`src/rtl/wb_stage.sv`:
```
// -----------------------------------------------------------------------------
// wb_stage
// Write-back stage of the 5-stage RISC-V pipeline.
//   * Selects the ALU result or the load data (combinational, zero latency).
//   * Drives the register-file write port; writes to x0 are suppressed.
//   * Keeps a one-deep registered copy of the last real write for the
//     WB->ID bypass path.
//   * Counts retired register writes (wraps, no saturation).
//
// Optional feature macro: LOAD_EXT_EN
//   When defined, adds mem_funct3/byte_off and performs load byte/half
//   alignment and sign/zero extension on the load data path.
//
// Ports
//   clk             in   rising-edge clock
//   rst_n           in   asynchronous active-low reset
//   alu_result      in   ALU result from MEM/WB
//   mem_data        in   load data from MEM/WB
//   mem_to_reg      in   1: select load data, 0: select ALU result
//   reg_write       in   instruction writes rd
//   rd_addr         in   destination register
//   mem_funct3      in   load size/sign code        (LOAD_EXT_EN only)
//   byte_off        in   load byte offset in word   (LOAD_EXT_EN only)
//   write_back_data out  selected result (combinational)
//   rf_we           out  register-file write enable (combinational)
//   rf_waddr        out  register-file write address (combinational)
//   rf_wdata        out  register-file write data (combinational)
//   fwd_valid       out  last cycle performed a real write (registered)
//   fwd_rd          out  rd of the last real write (registered)
//   fwd_data        out  data of the last real write (registered)
//   retire_cnt      out  number of cycles with rf_we=1 (registered)
// -----------------------------------------------------------------------------
module wb_stage #(
  parameter int XLEN   = 32,
  parameter int REG_AW = 5,
  parameter int CNT_W  = 32
) (
  input  logic              clk,
  input  logic              rst_n,
  input  logic [XLEN-1:0]   alu_result,
  input  logic [XLEN-1:0]   mem_data,
  input  logic              mem_to_reg,
  input  logic              reg_write,
  input  logic [REG_AW-1:0] rd_addr,
`ifdef LOAD_EXT_EN
  input  logic [2:0]        mem_funct3,
  input  logic [1:0]        byte_off,
`endif
  output logic [XLEN-1:0]   write_back_data,
  output logic              rf_we,
  output logic [REG_AW-1:0] rf_waddr,
  output logic [XLEN-1:0]   rf_wdata,
  output logic              fwd_valid,
  output logic [REG_AW-1:0] fwd_rd,
  output logic [XLEN-1:0]   fwd_data,
  output logic [CNT_W-1:0]  retire_cnt
);

`ifdef LOAD_EXT_EN
  // Align the addressed byte/half to bit 0, then size and extend it.
  // Halfword loads address on a 2-byte boundary, so byte_off[0] is dropped.
  // Unknown codes behave like LW (the aligned full word).
  function automatic logic [XLEN-1:0] load_extend(
    input logic [XLEN-1:0] data,
    input logic [2:0]      funct3,
    input logic [1:0]      off
  );
    logic [XLEN-1:0] byte_sh;
    logic [XLEN-1:0] half_sh;
    byte_sh = data >> {off, 3'b000};
    half_sh = data >> {off[1], 4'b0000};
    case (funct3)
      3'b000:  load_extend = {{(XLEN-8){byte_sh[7]}}, byte_sh[7:0]};
      3'b001:  load_extend = {{(XLEN-16){half_sh[15]}}, half_sh[15:0]};
      3'b010:  load_extend = byte_sh;
      3'b100:  load_extend = {{(XLEN-8){1'b0}}, byte_sh[7:0]};
      3'b101:  load_extend = {{(XLEN-16){1'b0}}, half_sh[15:0]};
      default: load_extend = byte_sh;
    endcase
  endfunction
`endif

  logic [XLEN-1:0]   load_data_s;
  logic [XLEN-1:0]   wb_data_s;
  logic              we_s;

  logic              fwd_valid_q, fwd_valid_d;
  logic [REG_AW-1:0] fwd_rd_q,    fwd_rd_d;
  logic [XLEN-1:0]   fwd_data_q,  fwd_data_d;
  logic [CNT_W-1:0]  cnt_q,       cnt_d;

  // Load data path: optional alignment/extension of the memory word.
  always_comb begin
    load_data_s = mem_data;
`ifdef LOAD_EXT_EN
    load_data_s = load_extend(mem_data, mem_funct3, byte_off);
`endif
  end

  // Result select and register-file write port; only mem_to_reg steers data,
  // so reg_write/rd_addr can never disturb write_back_data.
  always_comb begin
    if (mem_to_reg) begin
      wb_data_s = load_data_s;
    end else begin
      wb_data_s = alu_result;
    end
    we_s = reg_write && (rd_addr != {REG_AW{1'b0}});
  end

  assign write_back_data = wb_data_s;
  assign rf_we           = we_s;
  assign rf_waddr        = rd_addr;
  assign rf_wdata        = wb_data_s;

  // Next state of the bypass copy and the retire counter.
  always_comb begin
    fwd_valid_d = we_s;
    fwd_rd_d    = fwd_rd_q;
    fwd_data_d  = fwd_data_q;
    cnt_d       = cnt_q;
    if (we_s) begin
      fwd_rd_d   = rd_addr;
      fwd_data_d = wb_data_s;
      cnt_d      = cnt_q + CNT_W'(1);
    end else begin
      fwd_rd_d   = fwd_rd_q;
      fwd_data_d = fwd_data_q;
      cnt_d      = cnt_q;
    end
  end

  // State registers; reset clears the bypass copy and the counter at once.
  always_ff @(posedge clk or negedge rst_n) begin
    if (!rst_n) begin
      fwd_valid_q <= 1'b0;
      fwd_rd_q    <= {REG_AW{1'b0}};
      fwd_data_q  <= {XLEN{1'b0}};
      cnt_q       <= {CNT_W{1'b0}};
    end else begin
      fwd_valid_q <= fwd_valid_d;
      fwd_rd_q    <= fwd_rd_d;
      fwd_data_q  <= fwd_data_d;
      cnt_q       <= cnt_d;
    end
  end

  assign fwd_valid  = fwd_valid_q;
  assign fwd_rd     = fwd_rd_q;
  assign fwd_data   = fwd_data_q;
  assign retire_cnt = cnt_q;

endmodule

```
`config.mk`:
```
export PLATFORM = sky130hd
export DESIGN_NAME = wb_stage
export DESIGN_NICKNAME = d
export VERILOG_FILES = /design/src/rtl/wb_stage.sv
export SDC_FILE = /design/constraint.sdc
export NUM_CORES = 1
export LEC_CHECK = 0
export ABC_AREA = 1
export CORE_MARGIN = 4
export CORE_UTILIZATION = 39
export DETAILED_ROUTE_END_ITERATION = 16
export PLACE_DENSITY_LB_ADDON = 0.15
export SLEW_MARGIN = 20
export SYNTH_ARGS = -nofsm -noshare
export SYNTH_HDL_FRONTEND = slang
export SYNTH_SLANG_ARGS = --single-unit
```
`constraint.sdc`:
```
create_clock -name clk -period 2.3 [get_ports clk]
set_clock_uncertainty 0.2 [all_clocks]
set_input_delay 0.575 -clock clk [delete_from_list [all_inputs] [get_ports clk]]
set_output_delay 0.575 -clock clk [all_outputs]
set_load 0.03 [all_outputs]
```
=== Word level (Yosys, flattened, before mapping) ===
Index checks and enable logic that the tools add are counted.

* Add/subtract/negate cells: 1
* Muxes and demuxes: 1
* Reductions and logical operators: 2

{| class="wikitable"
|+ Operators by type and width
! cell !! number
|-
| 32-bit by 1-bit adder with 32-bit output, second input constant || 1
|-
| 32-bit 2-to-1 mux || 1
|-
| 5-bit nonzero test || 1
|-
| 1-bit logical AND || 1
|}

* Register bits after elaboration: 70
* Input port bits: 73
* Word-level logic and storage cells: 8

=== Longest topological paths before layout ===
* Depth after elaboration: 2
* Gate-level depth with buffers: 9
* Depth with buffers taken out: 9

=== Worst setup path after synthesis ===
OpenSTA, ideal clock, no wires.

* Kind: input -> output
* Start point: input mem_to_reg
* End point: output write_back_data[11]
* Arrival time: 1640 ps
* Required time: 1525 ps
* Slack: -115 ps
* Stages: 4
* Buffers on the path: 3
* Cells stage by stage: clkbuf_1 buf_4 mux2_1 buf_4

* Longest elaborated chain between the ends: 1

{| class="wikitable"
|+ RTL lines
! what !! RTL line !! RTL
|-
| start: declaration || 42 || <nowiki>input logic mem_to_reg,</nowiki>
|-
| 32-bit 2-to-1 mux || 103 || <nowiki>if (mem_to_reg) begin</nowiki>
|-
| end: declaration || 49 || <nowiki>output logic [XLEN-1:0] write_back_data,</nowiki>
|}

No other way between the ends.

=== Worst setup path after layout ===
* Start point: input mem_data[22]
* End point: output write_back_data[22]

* Longest elaborated chain between the ends: 1

{| class="wikitable"
|+ RTL lines
! what !! RTL line !! RTL
|-
| start: declaration || 41 || <nowiki>input logic [XLEN-1:0] mem_data,</nowiki>
|-
| 32-bit 2-to-1 mux || 103 ||
|}

No other way between the ends.

==> metrics <==
outcome finished clean; fmax 0.437 GHz; WHS 0.0727 ns; TritonCTS clock tree yes; fillers 875; drt pass-1 iters 5; die width 108 um; max-cap violation count 0; Yosys top cell by area dfrtp_1; max_slew headroom 72.5%; initial antenna violation count 0; detailed placer's ending HPWL 9420 um; CP Capture Type output pin; power consumption 4.17 mW; register area share after synthesis 44.9%; share of layout cells above drive strength 1 24.5%; DRC violations left 0; n_diodes 0; first-pass GRT wire length 19,800 um; top cell type's share of synthesized area 44.9%; most frequent cells in the layout nand2_1, clkdlybuf4s50_1, dfrtp_1; Yosys cell types 25; most common cell after layout, fill and taps aside nand2_1; vias in the first global route 3,748; final setup violation count 0; WL per Instance 15.7 um; clock sinks 70; total length of routed wires 12,500 um; Final Hold Viols 0; PwrDens 684 nW/um^2; register bit total from synthesis 70; post-CTS setup buffers 0; peak supply drop 560 uV; worst skew pair latency 0.34 ns; critical path cell sequence clkdlybuf4s50_1 > mux2_4 > buf_6 > buf_12; worst min-delay path class input port to async pin; average size of a mapped cell 8.45 sq um; site row count 36; Slew Limit Fails 0; drt via density 4.63; Leak 3.17 nW; Slowest cell on crit path clkdlybuf4s50_1; number of port buffers 212; DRT antenna net count 0; clock-pin slew on the worst setup and hold paths 0.07 ns; Final #Nets 731; Initial Util 39.9%; Final period util 99.5%; Total GRT Usage 21.6%; Area growth syn-to-layout 56.4%; crit path DAT 1.51 ns; RePlAce Congestion 0.831; CP Max Fanout 2; nature of the critical path startpoint input port; Root Buffer clkbuf_8; post-synth net total 535; CTS buffer count 9; Vias 3,683; final setup TNS 0 ns; worst-case clock buffer depth 2; Critical Path RT 1.52 ns; Tmin final 2.29 ns; core area 9770 sq um; H-tree levels 3; Worst path max stage delay 0.40 ns; Slew @ Worst Pin 0.413 ns; post-synthesis cell area 3900 sq um; Ports 213; DIE AREA 11,700 sq um; Die Ht 108 um; Synth warnings 0; GRT Residual Overflow 0; pin count of the biggest net entering global routing 71; Starting DRT DRC Count 164; largest cells by area after synthesis dfrtp_1, nand2_1, buf_4, mux2_2, nand3_1; RSZ-0062 raised after global routing true; Gate Count Post-Synth 461; Crit Path Category input port to output pin
==> registers in the layout (all words and copies together), names as in the netlist <==
name        cells
fwd_valid       1
fwd_data       32
fwd_rd          5
retire_cnt     32
==> critical path, delay by kind of cell <==
kind / cells / cell delay [ns]
buf+inv: 3 / 0.65
mux: 1 / 0.28
==> area by class of cell <==
type                       instances  area, sq um  area share (%)
multi-input combinational        308         1670            27.4
clock buffer                       9          124            2.03
clock inverter                     7          113            1.85
timing repair buffer             237         2150            35.3
sequential                        70         1750            28.7
inverter                          31          116            1.91
tap                              133          166            2.73
==> path summary, 6_finish.rpt <==
path,from,to,slack [ns],cells past startpoint
setup / recovery,mem_data[22],write_back_data[22],0.01,4
max in group asynchronous,rst_n,retire_cnt[15],1.53,2
hold reg to reg,fwd_rd[2],fwd_rd[2],0.27,2
min in group clk,fwd_rd[2],fwd_rd[2],0.27,2
setup reg to reg,retire_cnt[0],retire_cnt[14],0.49,7
hold / removal,rst_n,fwd_data[4],0.07,2
==> synth_stat cells <==
cell type and instances:
buf_2 3, buf_4 44, buf_6 3, clkbuf_1 2, dfrtp_1 70, ha_1 1
inv_1 31, mux2_1 8, mux2_2 24, nand2_1 179, nand2_2 4, nand3_1 26
nand3_2 2, nand4_1 9, nor2_1 24, nor2_2 2, nor2_4 4, nor3_1 3
nor3_2 1, nor3_4 1, nor3b_1 1, o21ai_0 1, xnor2_1 8, xnor2_2 1
xor2_1 9
==> metal layers <==
layer / GRT usage (%) / up-vias / share of wire [%]
li1: - / 1798 / -
met1: 25.3 / 1742 / 40
met2: 38.5 / 128 / 50
met3: 5.37 / 15 / 7.5
met4: 7.39 / 0 / 1.9
met5: 0 / - / 0
==> logic make-up (layout without fill, tap and decap cells) <==
group / Yosys count / after routing / synth area share [%]
flops: 70 / 70 / 44.9
compound gates: 1 / 1 / 0.128
fa+ha+maj: 1 / 1 / 0.321
buf+inv: 83 / 284 / 12.9
mux: 32 / 32 / 9.25
simple gates: 256 / 256 / 28.2
xor+xnor: 18 / 18 / 4.24
==> power breakdown <==
part	total (mW)	internal (mW)	leakage [nW]	switching (mW)
Clock	1.18	0.714	0.119	0.469
Sequential	1.50	1.37	0.870	0.125
Combinational	1.49	0.606	2.19	0.880
Total	4.17	2.69	3.17	1.47
==> repair_timing <==
item | CTS | global route
hold buffers | 0 | 0
endpoints found under the hold margin | 0 | 0
pin swaps | 1 | 0
cloned | 2 | 0
setup endpoints to repair | 67 | 21
gates resized for setup | 300 | 23
==> stage by stage <==
step | worst slack (ns) | std cells | instance area (sq um) | util, %
floorplan | -0.0420 | 461 | 3900 | -
global placement | -0.773 | 782 | 6020 | 61.6
detailed placement | -0.791 | 782 | 6020 | 61.6
CTS | 0.00356 | 798 | 6050 | 61.9
global route | -0.0399 | 795 | 6090 | 62.4
finish | 0.0125 | 795 | 6090 | 62.4
Power figures use the tool's default switching activity.
